**config.mk**
```make
export PLATFORM = sky130hd
export DESIGN_NAME = palette_ram_ctrl
export DESIGN_NICKNAME = d
export VERILOG_FILES = /design/src/rtl/palette_ram_ctrl.sv
export SDC_FILE = /design/constraint.sdc
export NUM_CORES = 1
export LEC_CHECK = 0
export ABC_AREA = 1
export BUFFER_PORTS_ARGS = -buffer_cell sky130_fd_sc_hd__clkbuf_2
export CAP_MARGIN = 30
export CORE_MARGIN = 4
export CORE_UTILIZATION = 50
export DETAILED_ROUTE_END_ITERATION = 6
export PLACE_DENSITY = 0.69
export SLEW_MARGIN = 20
export SYNTH_ARGS = -nofsm -noshare
export SYNTH_HDL_FRONTEND = slang
export SYNTH_SLANG_ARGS = --single-unit
```
**constraint.sdc**
```tcl
create_clock -name clk -period 3.5 [get_ports clk]
set_clock_uncertainty 0.05 [all_clocks]
set_input_delay 0.7 -clock clk [delete_from_list [all_inputs] [get_ports clk]]
set_output_delay 0.7 -clock clk [all_outputs]
set_load 0.02 [all_outputs]
```
**src/rtl/palette_ram_ctrl.sv**
```systemverilog
// palette_ram_ctrl
// Owns the 64 x 15-bit custom palette RAM. Pixel reads and palette downloads
// share its single port. Download bytes are paired into little-endian 16-bit
// entries, and bit 15 of each entry is dropped. A paired entry is parked in a
// one-deep pending register, then written on the first cycle with no pixel
// read. pal_loaded reports whether the last session delivered exactly 64
// well-ordered entries.
module palette_ram_ctrl (
  input  logic        clk,
  input  logic        reset,
  input  logic        load_active,
  input  logic        dl_valid,
  output logic        dl_ready,
  input  logic [6:0]  dl_addr,
  input  logic [7:0]  dl_data,
  input  logic        rd_ce,
  input  logic [5:0]  rd_index,
  output logic [14:0] rd_data,
  output logic        rd_valid,
  output logic        pal_loaded,
  output logic [6:0]  wr_count,
  output logic        err_order
);

  typedef enum logic [1:0] {
    IDLE   = 2'd0,
    LOAD   = 2'd1,
    FINISH = 2'd2
  } state_t;

  state_t      state_r;
  logic        armed_r;
  logic        lo_valid_r;
  logic [7:0]  lo_byte_r;
  logic [5:0]  lo_idx_r;
  logic        pend_r;
  logic [5:0]  pend_idx_r;
  logic [14:0] pend_data_r;
  logic        dl_ready_r;
  logic        pal_loaded_r;
  logic [6:0]  wr_count_r;
  logic        err_order_r;
  logic [14:0] rd_data_r;
  logic        rd_valid_r;

  logic [14:0] ram_r [0:63];

  logic accept_s;
  logic even_s;
  logic pair_ok_s;
  logic wr_en_s;
  logic pend_nxt_s;
  logic go_load_s;
  logic stay_load_s;
  logic dl_data_unused_s;

  // Bit 7 of a high byte would be entry bit 15; the RAM is only 15 bits wide.
  assign dl_data_unused_s = dl_data[7];

  // Saturating entry counter increment.
  function automatic logic [6:0] sat_inc7(input logic [6:0] v);
    if (v == 7'd127) begin
      return 7'd127;
    end else begin
      return v + 7'd1;
    end
  endfunction

  // Decode this cycle's download handshake and single-port arbitration.
  always_comb begin
    accept_s    = (state_r == LOAD) && dl_valid && dl_ready_r;
    even_s      = ~dl_addr[0];
    pair_ok_s   = accept_s && dl_addr[0] && lo_valid_r && (lo_idx_r == dl_addr[6:1]);
    wr_en_s     = pend_r && ~rd_ce;
    go_load_s   = (state_r == IDLE) && load_active && armed_r;
    stay_load_s = (state_r == LOAD) && load_active;
    if (pair_ok_s) begin
      pend_nxt_s = 1'b1;
    end else if (wr_en_s) begin
      pend_nxt_s = 1'b0;
    end else begin
      pend_nxt_s = pend_r;
    end
  end

  // Session FSM: byte pairing, pending write, counters and status flags.
  always_ff @(posedge clk) begin
    if (reset) begin
      state_r      <= IDLE;
      armed_r      <= 1'b0;
      lo_valid_r   <= 1'b0;
      lo_byte_r    <= 8'd0;
      lo_idx_r     <= 6'd0;
      pend_r       <= 1'b0;
      pend_idx_r   <= 6'd0;
      pend_data_r  <= 15'd0;
      dl_ready_r   <= 1'b0;
      pal_loaded_r <= 1'b0;
      wr_count_r   <= 7'd0;
      err_order_r  <= 1'b0;
    end else begin
      // Ready is offered only while in LOAD next cycle with nothing parked.
      dl_ready_r <= (go_load_s || stay_load_s) && ~pend_nxt_s;
      pend_r     <= pend_nxt_s;
      if (pair_ok_s) begin
        pend_data_r <= {dl_data[6:0], lo_byte_r};
        pend_idx_r  <= lo_idx_r;
      end
      case (state_r)
        IDLE: begin
          if (go_load_s) begin
            state_r      <= LOAD;
            wr_count_r   <= 7'd0;
            err_order_r  <= 1'b0;
            pal_loaded_r <= 1'b0;
            lo_valid_r   <= 1'b0;
            armed_r      <= 1'b0;
          end else if (~load_active) begin
            // A load level held through reset must drop before a session starts.
            armed_r <= 1'b1;
          end
        end
        LOAD: begin
          if (wr_en_s) begin
            wr_count_r <= sat_inc7(wr_count_r);
          end
          if (accept_s && even_s) begin
            lo_byte_r  <= dl_data;
            lo_idx_r   <= dl_addr[6:1];
            lo_valid_r <= 1'b1;
            if (lo_valid_r) begin
              err_order_r <= 1'b1;
            end
          end else if (pair_ok_s) begin
            lo_valid_r <= 1'b0;
          end else if (accept_s) begin
            // High byte without a matching low byte is dropped.
            err_order_r <= 1'b1;
          end
          if (~load_active) begin
            state_r    <= FINISH;
            lo_valid_r <= 1'b0;
            if ((lo_valid_r && ~pair_ok_s) || (accept_s && even_s)) begin
              err_order_r <= 1'b1;
            end
          end
        end
        FINISH: begin
          if (wr_en_s) begin
            wr_count_r <= sat_inc7(wr_count_r);
          end
          if (~pend_r) begin
            pal_loaded_r <= (wr_count_r == 7'd64) && ~err_order_r;
            state_r      <= IDLE;
          end
        end
        default: begin
          state_r <= IDLE;
        end
      endcase
    end
  end

  // Pixel read port: one-cycle latency, rd_valid pulses with each result.
  always_ff @(posedge clk) begin
    if (reset) begin
      rd_data_r  <= 15'd0;
      rd_valid_r <= 1'b0;
    end else begin
      rd_valid_r <= rd_ce;
      if (rd_ce) begin
        rd_data_r <= ram_r[rd_index];
      end
    end
  end

  // Palette storage: retained across reset and session start.
  always_ff @(posedge clk) begin
    if (wr_en_s && ~reset) begin
      ram_r[pend_idx_r] <= pend_data_r;
    end
  end

  assign dl_ready   = dl_ready_r;
  assign rd_data    = rd_data_r;
  assign rd_valid   = rd_valid_r;
  assign pal_loaded = pal_loaded_r;
  assign wr_count   = wr_count_r;
  assign err_order  = err_order_r;

endmodule

```
==> results.ini, run 1 <==
[status]
outcome = finished clean

[synth]
synth_warnings = 0
synth_top_family_by_area = simple AND/OR/NAND/NOR gates
yosysTopAreaCell = edfxtp_1
synth_top_cell_area_share_pct = 69.6
synthCells = 3591
synth.net_count = 3623
synth.mux.area_fraction_pct = 0
ys_ff_latch = 1026
synth_xor_area_share_pct = 0.0635
synthSimpleGateAreaFrac_pct = 22.7
synth_area_per_cell_sq_um = 11.5
async_flop_share_pct = 0
synth_area_sq_um = 41400
postSynth.topFlopCell = edfxtp_1
synth.yosys.seq_area_share_pct = 72.8
synth_compound_area_share_pct = 0.982
yosys-top-cells-area = edfxtp_1, nand3_1, nand2_1, dfxtp_1, buf_2
synth-edff-count = 960
yosys-top-cells-count = nand2_1, edfxtp_1, nand3_1
synth.most_common_cell = nand2_1
synth_cell_types = 25
synth_adder_area_share_pct = 0.181

[worst_setup_path]
reg2reg_slack_ns = 1.04
cp-start-kind = register
critPathCaptureType = register
worst_r2r_endpoint = ram_r[24][9]$_DFFE_PP_
worstPathMaxFanout = 11
timing.rr.start = pend_r$_SDFF_PP0_
crit_start = pend_r$_SDFF_PP0_
cp-endpoint = ram_r[24][9]$_DFFE_PP_
arrival_ns = 2.77
rr_worst_depth = 5
required_ns = 3.81
path_class = register to register

[floorplanning]
fp-row-count = 105
chipHeight_microns = 296
io_pins = 52
core_sq_um = 82100
die_w_microns = 296
die_area_sq_um = 87500
initial_utilization_pct = 50.4

[cells_and_area]
drive_above_1_share_pct = 9.69
fin_nets = 3692
fin_area_sq_um = 46500
finalNonFillerCells = 4821
area_growth_pct = 12.4

[clocking]
cts_resized = 0
cts_setup_buffers = 0
cts_buffers = 102
clock_latency_ns = 0.68
root_buffer = clkbuf_16
htree_levels = 3
clock_path_buffers = 3
cts_tree = yes
cts.hold.buffers_added = 0
clk_pin_slew_ns = 0.06
cts_num_sinks = 1026

[placement]
dpl_cell_area_sq_um = 43200
dp_cells = 4623
dpl.hpwl_microns = 63000
globalplace.congestion = 0.870
portBuffers = 51

[sta]
max_freq_mhz = 406
worst_pin_slew_ns = 0.986
min_period_over_period_pct = 70.4
max_slew_margin_pct = 34.2
period_minus_slack_ns = 2.46
setup_tns_ns = 0
report.final.slew_viol_count = 0
rsz0062_at_grt = false
final_hold_viol_count = 0
whs_ns = 0.221
finalSetupViolations = 0

[grt]
grt_pass1_wl_microns = 162000
grt_pass1_vias = 26326
grt_max_degree = 136
grt-ovfl-total = 0
grt_usage_pct = 24.7
antenna_found_initial = 6

[detailed_routing]
ant_nets = 0
drtPass1Iterations = 5
vias = 27934
wl_per_cell_microns = 22.6
viasPerCell = 5.79
drc = 0
drtIter0Drc = 3646
routed_wirelength_microns = 109000

[hold_path]
min_path_type = primary input to register

[run]
cap_violations = 0

[power]
leakagePower_nw = 17.7
pwr_density_cell_nw_per_um2 = 543
ir_drop_mv = 0.498

## cell families after synthesis
family | after synthesis
AO/OA/AOI/OAI | 80
XOR/XNOR | 3
adder cells (fa/ha/maj) | 6
buffers and inverters | 279
flip-flops | 1026
AND/OR/NAND/NOR | 2197
## routing by layer
metal	routed length (microns)	up-vias	GRT usage [%]	part of all wire, %
met5	26	-	0	0.024
met4	3780	4	8.77	3.5
met3	11400	224	6.10	10
met2	49900	1342	38.0	46
met1	43600	13620	34.7	40
li1	-	12744	-	-
## area by class of cell
class	instances	area [sq um]
sequential	1026	30200
clock inverter	61	483
inverter	55	224
fill	6582	35600
multi-input combinational	2286	9920
timing repair buffer	189	1600
tap	1070	1340
antenna	3	7.51
clock buffer	131	2790
## critical path, cell delays in order, from the launching register on
cell and delay [ns]:
dfxtp_1 0.35, inv_1 0.08, nor3_2 0.40, nand4_1 0.32
nor2_1 0.61, buf_4 0.34
## worst min path at each step
stage / start / endpoint / cells after the start
2_1_floorplan: armed_r$_SDFFE_PP0P_ / armed_r$_SDFFE_PP0P_ / 2
3_3_place_gp: armed_r$_SDFFE_PP0P_ / armed_r$_SDFFE_PP0P_ / 2
3_5_place_dp: armed_r$_SDFFE_PP0P_ / armed_r$_SDFFE_PP0P_ / 2
4_1_cts: dl_data[7] / lo_byte_r[7]$_SDFFE_PP0P_ / 3
5_1_grt: dl_data[7] / lo_byte_r[7]$_SDFFE_PP0P_ / 3
6_report: dl_data[7] / lo_byte_r[7]$_SDFFE_PP0P_ / 3
## metrics by stage
stage               total power [mW]  util [%]  setup slack [ns]
floorplan                       14.4         -             0.835
global placement                14.9      52.5             0.714
detailed placement              14.9      52.6             0.659
CTS                             25.3      56.6              1.09
global route                    26.0      56.7             0.944
finish                          25.3      56.7              1.04
## placed cells by master (no fill, tap or decap), types with 3 or more instances in the layout
master	n
clkinvlp_4	5
buf_4	116
nor4_1	3
nand2_1	1127
nor2_1	159
o21ai_0	47
inv_6	4
clkbuf_8	7
dfxtp_1	51
xor2_1	3
edfxtp_1	960
clkinv_1	22
clkbuf_2	48
clkbuf_16	105
nand4_1	8
clkinv_2	22
o21ai_1	4
bufinv_16	5
dfxtp_2	15
nand3_1	896
buf_12	21
ha_1	6
clkbuf_1	18
diode_2	3
a21oi_1	27
inv_1	50
## where the power goes
group | internal, mW | total [mW] | switching, mW | leakage (nW)
registers | 13.2 | 13.3 | 0.0493 | 10.9
logic | 0.384 | 1.35 | 0.962 | 5.19
clock network | 6.02 | 10.6 | 4.61 | 1.61
total | 19.6 | 25.3 | 5.62 | 17.7
## state kept, by name (all words and copies together), names as in the netlist, 2 cells and up
| signal | flops |
|---|---|
| pend_data_r | 15 |
| pend_idx_r | 6 |
| lo_byte_r | 8 |
| rd_data | 15 |
| wr_count | 7 |
| state_r | 2 |
| lo_idx_r | 6 |
| ram_r | 960 |
No activity file was read; power rests on OpenSTA's default activity.
==> run 2, diff against run 1 <==
Settings changed: ABC_AREA 1 to 0.
Clock period 3.5 ns to 2.4 ns, I/O delays scaled along.
==> results.ini, run 2 <==
[detailed_routing]
viasPerCell = 6.12  ; was 5.79
vias = 21622  ; was 27934
routed_wirelength_microns = 98100  ; was 109000 microns
drtIter0Drc = 2701  ; was 3646
wl_per_cell_microns = 27.8  ; was 22.6 microns
ant_nets = 0  ; unchanged
drc = 0  ; unchanged
drtPass1Iterations = 5  ; unchanged

[synth]
synth_top_cell_area_share_pct = 72.8  ; was 69.6%
yosys-top-cells-area = edfxtp_1, mux4_2, mux2i_1, dfxtp_1, a22o_1  ; was edfxtp_1, nand3_1, nand2_1, dfxtp_1, buf_2
async_flop_share_pct = 0  ; unchanged
yosysTopAreaCell = edfxtp_1  ; unchanged
synth.yosys.seq_area_share_pct = 76.1  ; was 72.8%
synth.most_common_cell = edfxtp_1  ; was nand2_1
synth-edff-count = 960  ; unchanged
postSynth.topFlopCell = edfxtp_1  ; unchanged
synth.net_count = 2124  ; was 3623
synth_warnings = 0  ; unchanged
synth_area_per_cell_sq_um = 18.9  ; was 11.5 sq um
synth_area_sq_um = 39600  ; was 41400 sq um
synthCells = 2092  ; was 3591
synth_cell_types = 44  ; was 25
ys_ff_latch = 1026  ; unchanged
yosys-top-cells-count = edfxtp_1, mux2i_1, mux4_2  ; was nand2_1, edfxtp_1, nand3_1

[worst_setup_path]
required_ns = 2.86  ; was 3.81 ns
cp-start-kind = primary input  ; was register
reg2reg_slack_ns = 0.15  ; was 1.04 ns
path_class = primary input to register  ; was register to register
critPathCaptureType = register  ; unchanged
arrival_ns = 2.83  ; was 2.77 ns
worstPathMaxFanout = 19  ; was 11

[clocking]
cts_num_sinks = 1026  ; unchanged
cts_buffers = 101  ; was 102
cts_tree = yes  ; unchanged
clock_latency_ns = 0.66  ; was 0.68 ns
htree_levels = 3  ; unchanged
clock_path_buffers = 3  ; unchanged
clk_pin_slew_ns = 0.06  ; about the same
root_buffer = clkbuf_16  ; unchanged

[sta]
whs_ns = 0.0298  ; was 0.221 ns
min_period_over_period_pct = 98.5
worst_pin_slew_ns = 0.975  ; was 0.986 ns
setup_tns_ns = 0  ; unchanged
rsz0062_at_grt = false  ; unchanged
max_slew_margin_pct = 34.8  ; was 34.2%
finalSetupViolations = 0  ; unchanged
final_hold_viol_count = 0  ; unchanged
max_freq_mhz = 423
period_minus_slack_ns = 2.36
report.final.slew_viol_count = 0  ; unchanged

[floorplanning]
die_area_sq_um = 83800  ; was 87500 sq um
core_sq_um = 78000  ; was 82100 sq um
io_pins = 52  ; unchanged
die_w_microns = 289  ; was 296 microns
chipHeight_microns = 289  ; was 296 microns
fp-row-count = 102  ; was 105
initial_utilization_pct = 50.8  ; was 50.4%

[power]
leakagePower_nw = 13.5  ; was 17.7 nW
comb_power_share_pct = 4.2  ; was 5.3%
ir_drop_mv = 0.575  ; was 0.498 mV
pwr_density_cell_nw_per_um2 = 774  ; was 543 nW/um^2
internal_power_mw = 29.1  ; was 19.6 mW
p_sw_mw = 7.47  ; was 5.62 mW
p_sw_share_pct = 20.4  ; was 22.2%
seqPwrFrac_pct = 52.9  ; was 52.6%
finalPower_mw = 36.6  ; was 25.3 mW
clock_power_share_pct = 42.9  ; was 42.1%

[grt]
grt_pass1_wl_microns = 144000  ; was 162000 microns
grt_max_degree = 65  ; was 136
grt-ovfl-total = 0  ; unchanged
grt_usage_pct = 23.7  ; was 24.7%
antenna_found_initial = 6  ; unchanged
grt_pass1_vias = 21574  ; was 26326

[placement]
dp_cells = 3339  ; was 4623
globalplace.congestion = 0.834  ; was 0.870
portBuffers = 51  ; unchanged
dpl.hpwl_microns = 62000  ; was 63000 microns

[cells_and_area]
layout_commonest_cell = edfxtp_1  ; was nand2_1
postLayoutCoreUtil_pct = 60.6  ; was 56.7%
finalNonFillerCells = 3532  ; was 4821
drive_above_1_share_pct = 28.4  ; was 9.69%
area_growth_pct = 19.3  ; was 12.4%
largest_register_ffs = 960  ; unchanged
top_register = ram_r  ; unchanged
fin_nets = 2441  ; was 3692
final_cell_mix = edfxtp_1, buf_4, mux2i_1, mux4_2, clkbuf_16  ; was nand2_1, edfxtp_1, nand3_1, nor2_1, buf_4

[status]
outcome = finished clean  ; unchanged

[hold_path]
min_path_type = primary input to register  ; unchanged

[run]
cap_violations = 0  ; unchanged

==> run 2: cell types whose count changed after synthesis, moves of 91 or more <==
cell / before / now
mux4_2: 0 / 120
nand3_1: 896 / 12
buf_2: 126 / 30
a22o_1: 0 / 91
nand2_1: 1127 / 47
mux2i_1: 0 / 141
==> run 2: worst paths after layout <==
| check | from | depth (start not counted) | end |
|---|---|---|---|
| max | rd_index[0] | 7 | rd_data[11]$_SDFFE_PP0P_ |
| min | dl_data[0] | 3 | lo_byte_r[0]$_SDFFE_PP0P_ |
| max reg2reg | ram_r[63][11]$_DFFE_PP_ | 4 | rd_data[11]$_SDFFE_PP0P_ |
| min reg2reg | lo_byte_r[4]$_SDFFE_PP0P_ | 2 | lo_byte_r[4]$_SDFFE_PP0P_ |
==> run 2: repair_timing <==
item                                    4_1_cts  5_1_grt
endpoints found under the hold margin         6        0
buffers inserted                              0        0
hold buffers                                  6        0
endpoints found under the setup margin        0        1
resized for setup                             0        1
==> run 2: cell type report <==
type / count / area, sq um
tap: 1040 / 1300
antenna: 1 / 2.50
clock buffer: 123 / 2690
sequential: 1026 / 30200
multi-input combinational: 932 / 8850
clock inverter: 62 / 636
timing repair buffer: 341 / 3590
inverter: 7 / 26.3
fill: 5406 / 30700
==> run 2: cells by family (layout without fill, tap and decap cells) <==
| kind of cell | after synthesis | after routing | synth area share (%) |
|---|---|---|---|
| xor gates and xnor gates | 6 | 6 | 0.133 |
| buffers and inverters | 134 | 533 | 1.67 |
| DFF | 1026 | 1026 | 76.1 |
| adders and majority gates | 6 | 6 | 0.190 |
| AOI/OAI and AO/OA | 296 | 296 | 5.85 |
| muxes | 321 | 321 | 12.1 |
| and+or+nand+nor | 303 | 303 | 3.96 |
| other | 0 | 1 | 0 |
==> run 2: critical path, cell delays in order <==
cell and delay, ns:
clkbuf_8 0.19, buf_12 0.22, buf_12 0.19, mux4_2 0.51
a22o_1 0.30, nor4_1 0.70, o221ai_1 0.19
==> run 2: routing by layer <==
layer	part of all wire [%]	track usage [%]	vias up
li1	-	-	9227
met1	40	34.0	11160
met2	47	37.4	1095
met3	10	4.99	138
met4	2.2	6.25	2
met5	0.013	0	-
==> run 2: power groups by stage <==
stage	sequential (mW)	clock, mW	combinational (mW)
5_1_grt	19.3	16.7	1.64
3_3_place_gp	19.7	0	1.49
4_1_cts	19.3	15.9	1.53
2_1_floorplan	19.7	0	0.837
3_5_place_dp	19.7	0	1.52
6_report	19.3	15.7	1.54
==> run 2: stage by stage <==
| step | cell area [sq um] | worst slack [ns] |
|---|---|---|
| final | 47300 | 0.0350 |
| after global routing | 47300 | 0.0107 |
| after CTS | 47200 | 0.0502 |
| after detailed placement | 43900 | -0.606 |
| after global placement | 43800 | -0.907 |
| after floorplan | 39600 | 0.00468 |
